--- config.mk ---
export PLATFORM = sky130hd
export DESIGN_NAME = demosaic_mul_pipe
export DESIGN_NICKNAME = d
export VERILOG_FILES = /design/src/rtl/demosaic_pkg.sv /design/src/rtl/demosaic_mul_round_sat.sv /design/src/rtl/demosaic_mul_pipe.sv
export SDC_FILE = /design/constraint.sdc
export NUM_CORES = 1
export LEC_CHECK = 0
export BUFFER_PORTS_ARGS = -buffer_cell sky130_fd_sc_hd__buf_2
export CAP_MARGIN = 30
export CORE_MARGIN = 2
export CORE_UTILIZATION = 40
export CTS_BUF_LIST = sky130_fd_sc_hd__clkbuf_8
export CTS_CLUSTER_SIZE = 28
export DETAILED_ROUTE_END_ITERATION = 10
export PLACE_DENSITY = 0.55
export SLEW_MARGIN = 20
export SYNTH_ARGS = -nofsm -noshare
export SYNTH_HDL_FRONTEND = slang
export SYNTH_HIERARCHICAL = 1
export SYNTH_SLANG_ARGS = --single-unit
--- constraint.sdc ---
create_clock -name ap_clk -period 2.1 [get_ports ap_clk]
set_input_delay 0.105 -clock ap_clk [delete_from_list [all_inputs] [get_ports ap_clk]]
set_output_delay 0.105 -clock ap_clk [all_outputs]
set_load 0.01 [all_outputs]
--- src/rtl/demosaic_pkg.sv ---
//------------------------------------------------------------------------------
// Module  : demosaic_pkg
// Brief   : Shared width, rounding and saturation-bound helpers for the
//           demosaic multiplier pipeline.
// Revision: 1.0 - initial release
//------------------------------------------------------------------------------
`default_nettype none

package demosaic_pkg;

    localparam int NUM_STAGE_MIN = 1;
    localparam int NUM_STAGE_MAX = 6;

    function automatic int prod_width(input int a_w, input int b_w);
        return a_w + b_w;
    endfunction

    // Half an LSB of the shifted result, so that ties round toward +inf.
    function automatic logic [63:0] round_const(input int shift);
        return (shift > 0) ? (64'd1 << (shift - 1)) : 64'd0;
    endfunction

    function automatic logic [63:0] sat_umax(input int w);
        return (64'd1 << w) - 64'd1;
    endfunction

    function automatic logic [63:0] sat_smax(input int w);
        return (64'd1 << (w - 1)) - 64'd1;
    endfunction

    function automatic logic [63:0] sat_smin(input int w);
        return ~sat_smax(w);
    endfunction

endpackage

`default_nettype wire

--- src/rtl/demosaic_mul_round_sat.sv ---
//------------------------------------------------------------------------------
// Module  : demosaic_mul_round_sat
// Brief   : Combinational round-half-up, right shift and narrowing of the full
//           product. Saturation only when DEMOSAIC_MUL_SAT_EN is defined.
// Revision: 1.0 - initial release
//------------------------------------------------------------------------------
`default_nettype none

module demosaic_mul_round_sat
    import demosaic_pkg::*;
#(
    parameter int P          = 28,
    parameter int DOUT_WIDTH = 27,
    parameter int IS_SIGNED  = 0,
    parameter int SHIFT      = 0
) (
    input  logic [P-1:0]          prod,
    output logic [DOUT_WIDTH-1:0] res,
    output logic                  sat
);

    // Headroom of DOUT_WIDTH+1 bits keeps the rounding add exact and leaves
    // room for a straightforward range test on the upper bits.
    localparam int c_ew = P + DOUT_WIDTH + 1;

    logic              w_sign;
    logic [c_ew-1:0]   w_ext;
    logic [c_ew-1:0]   w_sum;
    logic [c_ew-1:0]   w_shr;

    assign w_sign = (IS_SIGNED != 0) && prod[P-1];
    assign w_ext  = {{(DOUT_WIDTH + 1){w_sign}}, prod};
    assign w_sum  = w_ext + c_ew'(round_const(SHIFT));

    if (IS_SIGNED != 0) begin : g_ashr
        assign w_shr = $unsigned($signed(w_sum) >>> SHIFT);
    end else begin : g_lshr
        assign w_shr = w_sum >> SHIFT;
    end

`ifdef DEMOSAIC_MUL_SAT_EN
    if (IS_SIGNED != 0) begin : g_sat_s
        logic w_in_range;
        assign w_in_range = (&w_shr[c_ew-1:DOUT_WIDTH-1]) | ~(|w_shr[c_ew-1:DOUT_WIDTH-1]);
        assign sat = ~w_in_range;
        assign res = w_in_range        ? w_shr[DOUT_WIDTH-1:0] :
                     w_shr[c_ew-1]     ? DOUT_WIDTH'(sat_smin(DOUT_WIDTH)) :
                                         DOUT_WIDTH'(sat_smax(DOUT_WIDTH));
    end else begin : g_sat_u
        assign sat = |w_shr[c_ew-1:DOUT_WIDTH];
        assign res = sat ? DOUT_WIDTH'(sat_umax(DOUT_WIDTH)) : w_shr[DOUT_WIDTH-1:0];
    end
`else
    logic w_unused_hi;
    assign w_unused_hi = ^w_shr[c_ew-1:DOUT_WIDTH];
    assign sat         = 1'b0;
    assign res         = w_shr[DOUT_WIDTH-1:0];
`endif

endmodule

`default_nettype wire

--- src/rtl/demosaic_mul_pipe.sv ---
//------------------------------------------------------------------------------
// Module  : demosaic_mul_pipe
// Brief   : Pipelined valid/ready multiplier with rounding shift; optional
//           saturation and sticky overflow via DEMOSAIC_MUL_SAT_EN.
// Revision: 1.0 - initial release
//------------------------------------------------------------------------------
`default_nettype none

module demosaic_mul_pipe
    import demosaic_pkg::*;
#(
    parameter int DIN0_WIDTH = 20,
    parameter int DIN1_WIDTH = 8,
    parameter int DOUT_WIDTH = 27,
    parameter int NUM_STAGE  = 3,
    parameter int IS_SIGNED  = 0,
    parameter int SHIFT      = 0
) (
    input  logic                  ap_clk,
    input  logic                  ap_rst_n,
    input  logic [DIN0_WIDTH-1:0] din0,
    input  logic [DIN1_WIDTH-1:0] din1,
    input  logic                  in_valid,
    output logic                  in_ready,
    output logic [DOUT_WIDTH-1:0] dout,
    output logic                  out_valid,
    input  logic                  out_ready,
    input  logic                  ovf_clr,
    output logic                  ovf_sticky
);

    localparam int c_p = prod_width(DIN0_WIDTH, DIN1_WIDTH);

    if (NUM_STAGE < NUM_STAGE_MIN || NUM_STAGE > NUM_STAGE_MAX) begin : g_bad_num_stage
        $error("demosaic_mul_pipe: NUM_STAGE out of range");
    end

    logic                  w_stall;
    logic [c_p-1:0]        w_a;
    logic [c_p-1:0]        w_b;
    logic [c_p-1:0]        w_prod;
    logic [c_p-1:0]        w_last;
    logic                  w_last_vld;
    logic [NUM_STAGE-1:0]  w_vld_next;
    logic [NUM_STAGE-1:0]  r_vld;
    logic [DOUT_WIDTH-1:0] w_res;
    logic                  w_sat;
    logic [DOUT_WIDTH-1:0] r_dout;

    assign w_stall   = out_valid & ~out_ready;
    assign in_ready  = ~w_stall;
    assign out_valid = r_vld[NUM_STAGE-1];
    assign dout      = r_dout;

    // Operands extended to the full product width; the truncated P-bit
    // product is then exact in either signedness.
    if (IS_SIGNED != 0) begin : g_ext_s
        assign w_a = {{DIN1_WIDTH{din0[DIN0_WIDTH-1]}}, din0};
        assign w_b = {{DIN0_WIDTH{din1[DIN1_WIDTH-1]}}, din1};
    end else begin : g_ext_u
        assign w_a = {{DIN1_WIDTH{1'b0}}, din0};
        assign w_b = {{DIN0_WIDTH{1'b0}}, din1};
    end
    assign w_prod = w_a * w_b;

    if (NUM_STAGE > 1) begin : g_pipe
        logic [c_p-1:0] r_pipe [NUM_STAGE-1];

        always_ff @(posedge ap_clk or negedge ap_rst_n) begin
            if (!ap_rst_n) begin
                for (int i = 0; i < NUM_STAGE - 1; i++) r_pipe[i] <= '0;
            end else if (!w_stall) begin
                r_pipe[0] <= w_prod;
                for (int i = 1; i < NUM_STAGE - 1; i++) r_pipe[i] <= r_pipe[i-1];
            end
        end

        assign w_last     = r_pipe[NUM_STAGE-2];
        assign w_vld_next = {r_vld[NUM_STAGE-2:0], in_valid};
    end else begin : g_direct
        assign w_last     = w_prod;
        assign w_vld_next = in_valid;
    end
    assign w_last_vld = w_vld_next[NUM_STAGE-1];

    demosaic_mul_round_sat #(
        .P          (c_p),
        .DOUT_WIDTH (DOUT_WIDTH),
        .IS_SIGNED  (IS_SIGNED),
        .SHIFT      (SHIFT)
    ) u_round_sat (
        .prod (w_last),
        .res  (w_res),
        .sat  (w_sat)
    );

    // Bubbles advance through the valid chain but leave dout untouched.
    always_ff @(posedge ap_clk or negedge ap_rst_n) begin
        if (!ap_rst_n) begin
            r_vld  <= '0;
            r_dout <= '0;
        end else if (!w_stall) begin
            r_vld <= w_vld_next;
            if (w_last_vld) r_dout <= w_res;
        end
    end

`ifdef DEMOSAIC_MUL_SAT_EN
    logic r_ovf;

    always_ff @(posedge ap_clk or negedge ap_rst_n) begin
        if (!ap_rst_n) begin
            r_ovf <= 1'b0;
        end else if (!w_stall && w_last_vld && w_sat) begin
            r_ovf <= 1'b1;
        end else if (ovf_clr) begin
            r_ovf <= 1'b0;
        end
    end
    assign ovf_sticky = r_ovf;
`else
    logic w_unused_ovf;
    assign w_unused_ovf = ovf_clr ^ w_sat;
    assign ovf_sticky   = 1'b0;
`endif

endmodule

`default_nettype wire

* Yosys cells after proc, flatten, opt, wreduce, memory -nomap -nowiden *
Index checks and enable logic that the tools add are counted.

storage, ports and cells
  register bits = 84
  logic and storage cells = 9

operators by class
  multiply operators = 1
  bitwise gates (word level) = 3
  reduce and logical (&&, ||, !) cells = 1

operators by type and width
  cell               number
  $mul A20 B8 Y27    1
  $not A1 Y1         2
  $reduce_and A2 Y1  1
  $and A1 B1 Y1      1

* Longest topological paths before layout *
Gate-level depths: netlist of the first run.

  depth after elaboration = 4
  depth in mapped cells = 18
  depth with buffers taken out = 16

* Hierarchy *
Netlist of the first run, hierarchy kept.

by module, submodules not included
  module                  instances  cells each  area an instance (um^2)  seq. area each (um^2)
  demosaic_mul_pipe       1          894         8,370.5                  2,152.1
  demosaic_mul_round_sat  1          29          214.0                    0.0

* Worst setup path after synthesis of the first run *
No wires, ideal clock.

  path type = in2reg
  from = in din1[2]
  to = reg g_pipe.r_pipe[54] (netlist name)
  arrival time = 4,348 ps
  slack = -2,316 ps
  stages on the path = 17
  buffers on the path = 2
  path through = clkbuf_1 -> nand2_1 -> fa_1 -> inv_1 -> fa_1 -> fa_1 -> inv_1 -> fa_1 -> inv_1 -> ha_1 -> buf_6 -> a211o_1 -> a221o_1 -> a221o_1 -> a21o_1 -> or3_1 -> nand3_1

between the ends
  cells in the longest elaborated chain, start to end = 1

RTL lines
  what             line                     source
  start, declared  demosaic_mul_pipe.sv:22  input logic [DIN1_WIDTH-1:0] din1,
  $mul A20 B8 Y27  demosaic_mul_pipe.sv:64  assign w_prod = w_a * w_b;
  end, declared    demosaic_mul_pipe.sv:67  logic [c_p-1:0] r_pipe [NUM_STAGE-1];

Every way passes these cells.
A chain may end at the register's enable or synchronous reset.

* Final worst setup path of the first run *
  from = in din0[12]
  to = reg g_pipe.r_pipe[54] (netlist name)

between the ends
  cells in the longest elaborated chain, start to end = 1

RTL lines
  what             line                     source
  start, declared  demosaic_mul_pipe.sv:21  input logic [DIN0_WIDTH-1:0] din0,
  $mul A20 B8 Y27  demosaic_mul_pipe.sv:64

Every way passes these cells.

==> flow_summary.yaml, run 1 <==
pwr:
  max-vdd-ir-drop_v: 0.000668
  total_power_mw: 15.7
  power_frac_comb_pct: 73.1
  switching_power_mw: 6.47
  internal-power_mw: 9.19
  cellPowerDensity_nw_per_um2: 1440
  p_sw_share_pct: 41.3
  p_clk_share_pct: 8.8
  pwr-share-seq_pct: 18.1
  leakage_nw: 5.34
clock_tree:
  cts_tree: "yes"
  clock_latency_ns: 0.35
  cts.sinks: 84
  h-tree-depth: 3
  cts_made_buffers: 9
  cts_root_buf: "clkbuf_8"
  clockBufferDepth: 2
  path_clk_slew_ns: 0.09
critical_path:
  slowest_stage: "fa_1"
  cp.buffers_inverters: 1
  path_cells: "buf_2 > and2_1 > fa_1 > fa_1 > fa_2 > fa_2 > ha_4 > a21o_1 > a221o_1 > a221o_1 > a21o_1 > or3_1 > nand3_1"
  cp_data_required_time_ns: 2.39
  cp_top_family: "adder cells"
  critical_path_class: "in -> reg"
  cpPeakStageDelay_ns: 0.59
  arrival_ns: 4.12
  start_kind: "input pin"
  path_max_fanout: 7
  worstSetupEndpointType: "flop"
detailed_routing:
  drcViolationCount: 0
  wl_per_cell_um: 13.5
  antenna_left: 0
  first_pass_iters: 4
  vias: 6136
  vias_per_cell: 4.64
  drt-initial-drc-count: 179
  totalWireLength_mm: 17.8
placed_design:
  place_congestion: 0.822
  portBuffers: 60
  place.detailed.hpwl_mm: 14.5
  post-place-cells: 1292
  dpl_cell_area_um2: 9890
  dpl_worst_slack_ns: -2.37
synth:
  synth_area_um2: 8440
  syn-num-nets: 1093
  yosys_warnings: 6
  syn_area_per_cell_um2: 9.33
  synthCells: 904
flow_run:
  cap_viol_max_count: 0
finish:
  diodes: 0
  drive_above_1_share_pct: 35.1
  syn_to_final_growth_pct: 29.0
  stdcell_area_um2: 10900
  final_nets: 1230
  instances_no_fill: 1321
  final_util_pct: 52.1
global_routing:
  grt_start_max_net_pins: 69
  grt_overflow_total: 0
  first_global_vias: 6236
  antenna_found_initial: 0
  grt_pass1_wl_mm: 30.8
  grt_usage_pct: 16.9
floorplanning:
  core.rowCount: 53
  floorplan.die_area_um2: 22300
  core_area_um2: 20900
  die-width_um: 149
  fp.dieH_um: 149
  ios: 63
  initial_core_util_pct: 40.4
worst_hold_path:
  hold_path.class: "in -> async"
sta:
  setup_slack_ns: -1.73
  finalHoldViolations: 0
  grt_setup_unrepaired: "yes"
  period_share_pct: 182
  fmax_mhz: 261
  fin_skew_ns: 0.0115
  worst_slew_pin_slew_ns: 0.517
  finalMaxSlewViolations: 0
  min_period_ns: 3.83
  fin_tns_setup_ns: -31.10
  whs_ns: 0.267
  setup-violations-final: 23
  relSlewSlack_pct: 65.5
status:
  status: "finished, violations left"
  violations: "negative setup slack"
## flip-flops by register name (all words and copies together), names as in the netlist
signal         count
w_last            27
g_pipe.r_pipe     27
dout              27
r_vld              3
## placed cells by master (no fill, tap or decap), types with 4 or more instances in the layout
| cell type | instances |
|---|---|
| a21o_1 | 9 |
| nand2_4 | 7 |
| fa_1 | 96 |
| inv_2 | 16 |
| xor2_1 | 5 |
| buf_12 | 6 |
| o21ai_2 | 5 |
| clkbuf_8 | 9 |
| and2_1 | 100 |
| buf_2 | 45 |
| nand3_1 | 6 |
| buf_8 | 6 |
| buf_6 | 16 |
| dfrtp_1 | 84 |
| ha_4 | 16 |
| o211ai_1 | 8 |
| nand2_2 | 5 |
| a21oi_2 | 11 |
| nand2_1 | 151 |
| and2_4 | 20 |
| o21ai_0 | 5 |
| nor2_1 | 18 |
| a21oi_1 | 18 |
| nor3_1 | 6 |
| nor2_2 | 4 |
| o21a_1 | 6 |
| mux2_2 | 28 |
| ha_1 | 29 |
| xnor2_1 | 5 |
| buf_4 | 117 |
| fa_2 | 12 |
| inv_1 | 92 |
## power by group through the flow
stage | Sequential (mW) | Clock [mW] | Combinational [mW]
final | 2.83 | 1.38 | 11.5
after global routing | 2.94 | 1.51 | 12.7
after CTS | 2.84 | 1.43 | 10.6
after detailed placement | 2.88 | 0 | 9.78
after global placement | 2.85 | 0 | 9.68
after floorplan | 2.92 | 0 | 6.58
## path summary, 6_finish.rpt
path                       slack [ns]       from  cells after the start           endpoint
setup / recovery                -1.73   din0[12]                     13  g_pipe.r_pipe[54]
hold / removal                   0.27   ap_rst_n                      2            dout[4]
setup reg to reg                 0.61   r_vld[2]                      5            dout[1]
hold reg to reg                  0.47  w_last[2]                      2          w_last[2]
max in group asynchronous        1.27   ap_rst_n                      3           dout[19]
min in group ap_clk              0.29  out_ready                      5         w_last[24]
## what timing repair did
action | CTS | global route
resized for setup | 90 | 69
hold buffers | 2 | 0
endpoints found under the setup margin | 23 | 23
gates cloned | 1 | 1
pin swaps | 37 | 51
hold endpoints to repair | 40 | 0
setup buffers | 6 | 6
## final cells by class
type / instances / area, um^2
repair buffers: 196 / 1580
multi-input cells: 642 / 6200
flip-flops and latches: 84 / 2100
clock buffers: 9 / 124
fillers: 1970 / 10000
clock inverters: 7 / 121
inverters: 108 / 405
well taps: 275 / 344
## metal layers
layer / global-route usage, % / routed length [um] / vias to the layer above
met5: 0 / 0 / -
met4: 3.90 / 216 / 0
met3: 2.05 / 554 / 13
met2: 25.9 / 7780 / 96
met1: 25.6 / 9270 / 2931
li1: - / - / 3096
No activity file was read; power rests on OpenSTA's default activity.
==> run 2, diff against run 1 <==
- SYNTH_HIERARCHICAL: 1 -> unset
==> flow_summary.yaml, run 2 <==
status:
  status: "finished, violations left"
  violations: "negative setup slack"
global_routing:
  grt_overflow_total: 0
  grt_usage_pct: 17.4
  grt_start_max_net_pins: 48
  first_global_vias: 6133
  antenna_found_initial: 0
  grt_pass1_wl_mm: 31.0
sta:
  setup-violations-final: 23
  whs_ns: 0.224
  period_share_pct: 179
  fmax_mhz: 266
  finalHoldViolations: 0
  setup_slack_ns: -1.67
  fin_tns_setup_ns: -31.09
  min_period_ns: 3.77
  finalMaxSlewViolations: 0
  grt_setup_unrepaired: "yes"
  fin_skew_ns: 0.00710
detailed_routing:
  drcViolationCount: 0
  drt-initial-drc-count: 241
  first_pass_iters: 4
  vias: 6083
  totalWireLength_mm: 18.2
  vias_per_cell: 4.70
  antenna_left: 0
  wl_per_cell_um: 14.0
pwr:
  cellPowerDensity_nw_per_um2: 1380
  pwr-share-seq_pct: 19.0
  leakage_nw: 5.27
  p_clk_share_pct: 8.3
  max-vdd-ir-drop_v: 0.000688
  total_power_mw: 14.8
  power_frac_comb_pct: 72.7
  switching_power_mw: 6.24
  internal-power_mw: 8.59
  p_sw_share_pct: 42.0
synth:
  yosys_warnings: 0
  yosysTopAreaCellShare_pct: 26.2
  ys_ff_latch: 84
  yosysMostFrequentCell: "nand2_1"
  yosys-top-cells-area: "fa_1 (26%), dfrtp_1 (26%), nand2_1 (8.5%)"
  async_flop_share_pct: 100
  synth_area_um2: 8170
  syn_area_per_cell_um2: 9.48
  ys_types: 59
  synthCells: 862
  yosysTopAreaCell: "fa_1"
  syn-num-nets: 1048
  synth_enable_flop_cells: 0
  synth_xor_area_share_pct: 1.82
  synth-simple-area-share_pct: 20.0
  synth_top_family_by_area: "adder cells"
  synth_common_cells: "nand2_1 (186), fa_1 (107), and2_1 (103), inv_1 (103), dfrtp_1 (84)"
  synth-main-ff-cell: "dfrtp_1"
  yosys.area_share.adder_pct: 33.3
  synth_compound_area_share_pct: 8.35
  ys_seq_area_share_pct: 25.7
  synthMuxAreaShare_pct: 3.72
floorplanning:
  ios: 63
  floorplan.die_area_um2: 21600
  fp.dieH_um: 147
  die-width_um: 147
  core.rowCount: 52
  initial_core_util_pct: 40.6
  core_area_um2: 20100
worst_hold_path:
  hold_path.class: "in -> async"
flow_run:
  cap_viol_max_count: 0
finish:
  final_util_pct: 53.5
  final_nets: 1206
  fillers: 1863
  final_cell_mix: "nand2_1 (168), buf_4 (104), fa_1 (99)"
  layout_commonest_cell: "nand2_1"
  diodes: 0
  drive_above_1_share_pct: 33.9
  syn_to_final_growth_pct: 31.7
clock_tree:
  h-tree-depth: 3
  cts.sinks: 84
  cts_root_buf: "clkbuf_8"
  clockBufferDepth: 2
  cts_made_buffers: 9
  cts_tree: "yes"
  path_clk_slew_ns: 0.08
  clock_latency_ns: 0.35
critical_path:
  critical_path_class: "in -> reg"
  worstSetupEndpointType: "flop"
  crit_path_frequent_cell: "fa_1"
  r2r_cells: 6
  arrival_ns: 4.02
  cpPeakStageDelay_ns: 0.59
  path_max_fanout: 7
  slowest_stage: "fa_1"
  cp_data_required_time_ns: 2.35
  start_kind: "input pin"
  path_cells: "buf_8 > and2_4 > fa_1 > fa_1 > fa_1 > fa_1 > ha_4 > nand3_4 > or3_4 > a311o_1 > nand2_2 > a311oi_2 > o31ai_1"
placed_design:
  place.detailed.hpwl_mm: 14.2
  portBuffers: 60
  place_congestion: 0.824
## run 2: metal layers
metal	share of wire [%]	GRT usage [%]	wire, um	up-vias
met5	0	0	0	-
met4	1.2	3.51	211	0
met3	2.9	1.83	522	14
met2	44	27.0	8000	104
met1	52	26.6	9450	2934
li1	-	-	-	3031
## run 2: repair_timing
item / in CTS / in global routing
pin swaps: 52 / 30
setup buffers: 9 / 7
hold buffers: 2 / 0
setup endpoints to repair: 23 / 23
cloned: 2 / 2
resized for setup: 106 / 46
hold endpoints to repair: 29 / 0
## run 2: worst max-delay path, delay by kind of cell
family,cells,cell delay [ns]
AO/OA/AOI/OAI,3,0.72
adder cells (fa/ha/maj),5,2.34
buffers and inverters,1,0.11
AND/OR/NAND/NOR,4,0.75
## run 2: stage by stage
stage,instance area (um^2),cells,setup slack [ns]
floorplan,8570,862,-1.88
global placement,9760,1258,-2.18
detailed placement,9760,1258,-2.21
CTS,10500,1286,-1.64
global route,10800,1295,-1.76
finish,10800,1295,-1.67
## run 2: final timing paths
check | startpoint | endpoint | slack, ns
min in group ap_clk | out_ready | dout[6] | 0.27
max | din0[10] | g_pipe.r_pipe[49] | -1.67
min reg2reg | w_last[4] | w_last[4] | 0.46
max reg2reg | r_vld[2] | g_pipe.r_pipe[28] | 0.55
max in group asynchronous | ap_rst_n | dout[5] | 1.25
min | ap_rst_n | dout[2] | 0.22
## run 2: area by class of cell
class	instances	area [um^2]	area share, %
clock inverters	6	78.8	0.733
multi-input cells	634	6100	56.7
inverters	103	387	3.59
clock buffers	10	138	1.28
repair buffers	188	1610	15.0
flip-flops and latches	84	2100	19.5
well taps	270	338	3.14
## run 2: power groups by stage
stage / Sequential (mW) / Combinational [mW] / Clock [mW]
2_1_floorplan: 2.90 / 6.60 / 0
3_3_place_gp: 2.84 / 9.46 / 0
3_5_place_dp: 2.87 / 9.55 / 0
4_1_cts: 2.83 / 10.4 / 1.27
5_1_grt: 2.94 / 12.0 / 1.35
6_report: 2.82 / 10.8 / 1.23
## run 2: cell families (layout without fill, tap and decap cells)
| logic type | Yosys count | in the layout |
|---|---|---|
| buf+inv | 144 | 307 |
| other cells | 1 | 1 |
| compound gates | 93 | 93 |
| fa+ha+maj | 153 | 153 |
| simple gates | 343 | 343 |
| mux | 27 | 27 |
| xor+xnor | 17 | 17 |
| flops | 84 | 84 |
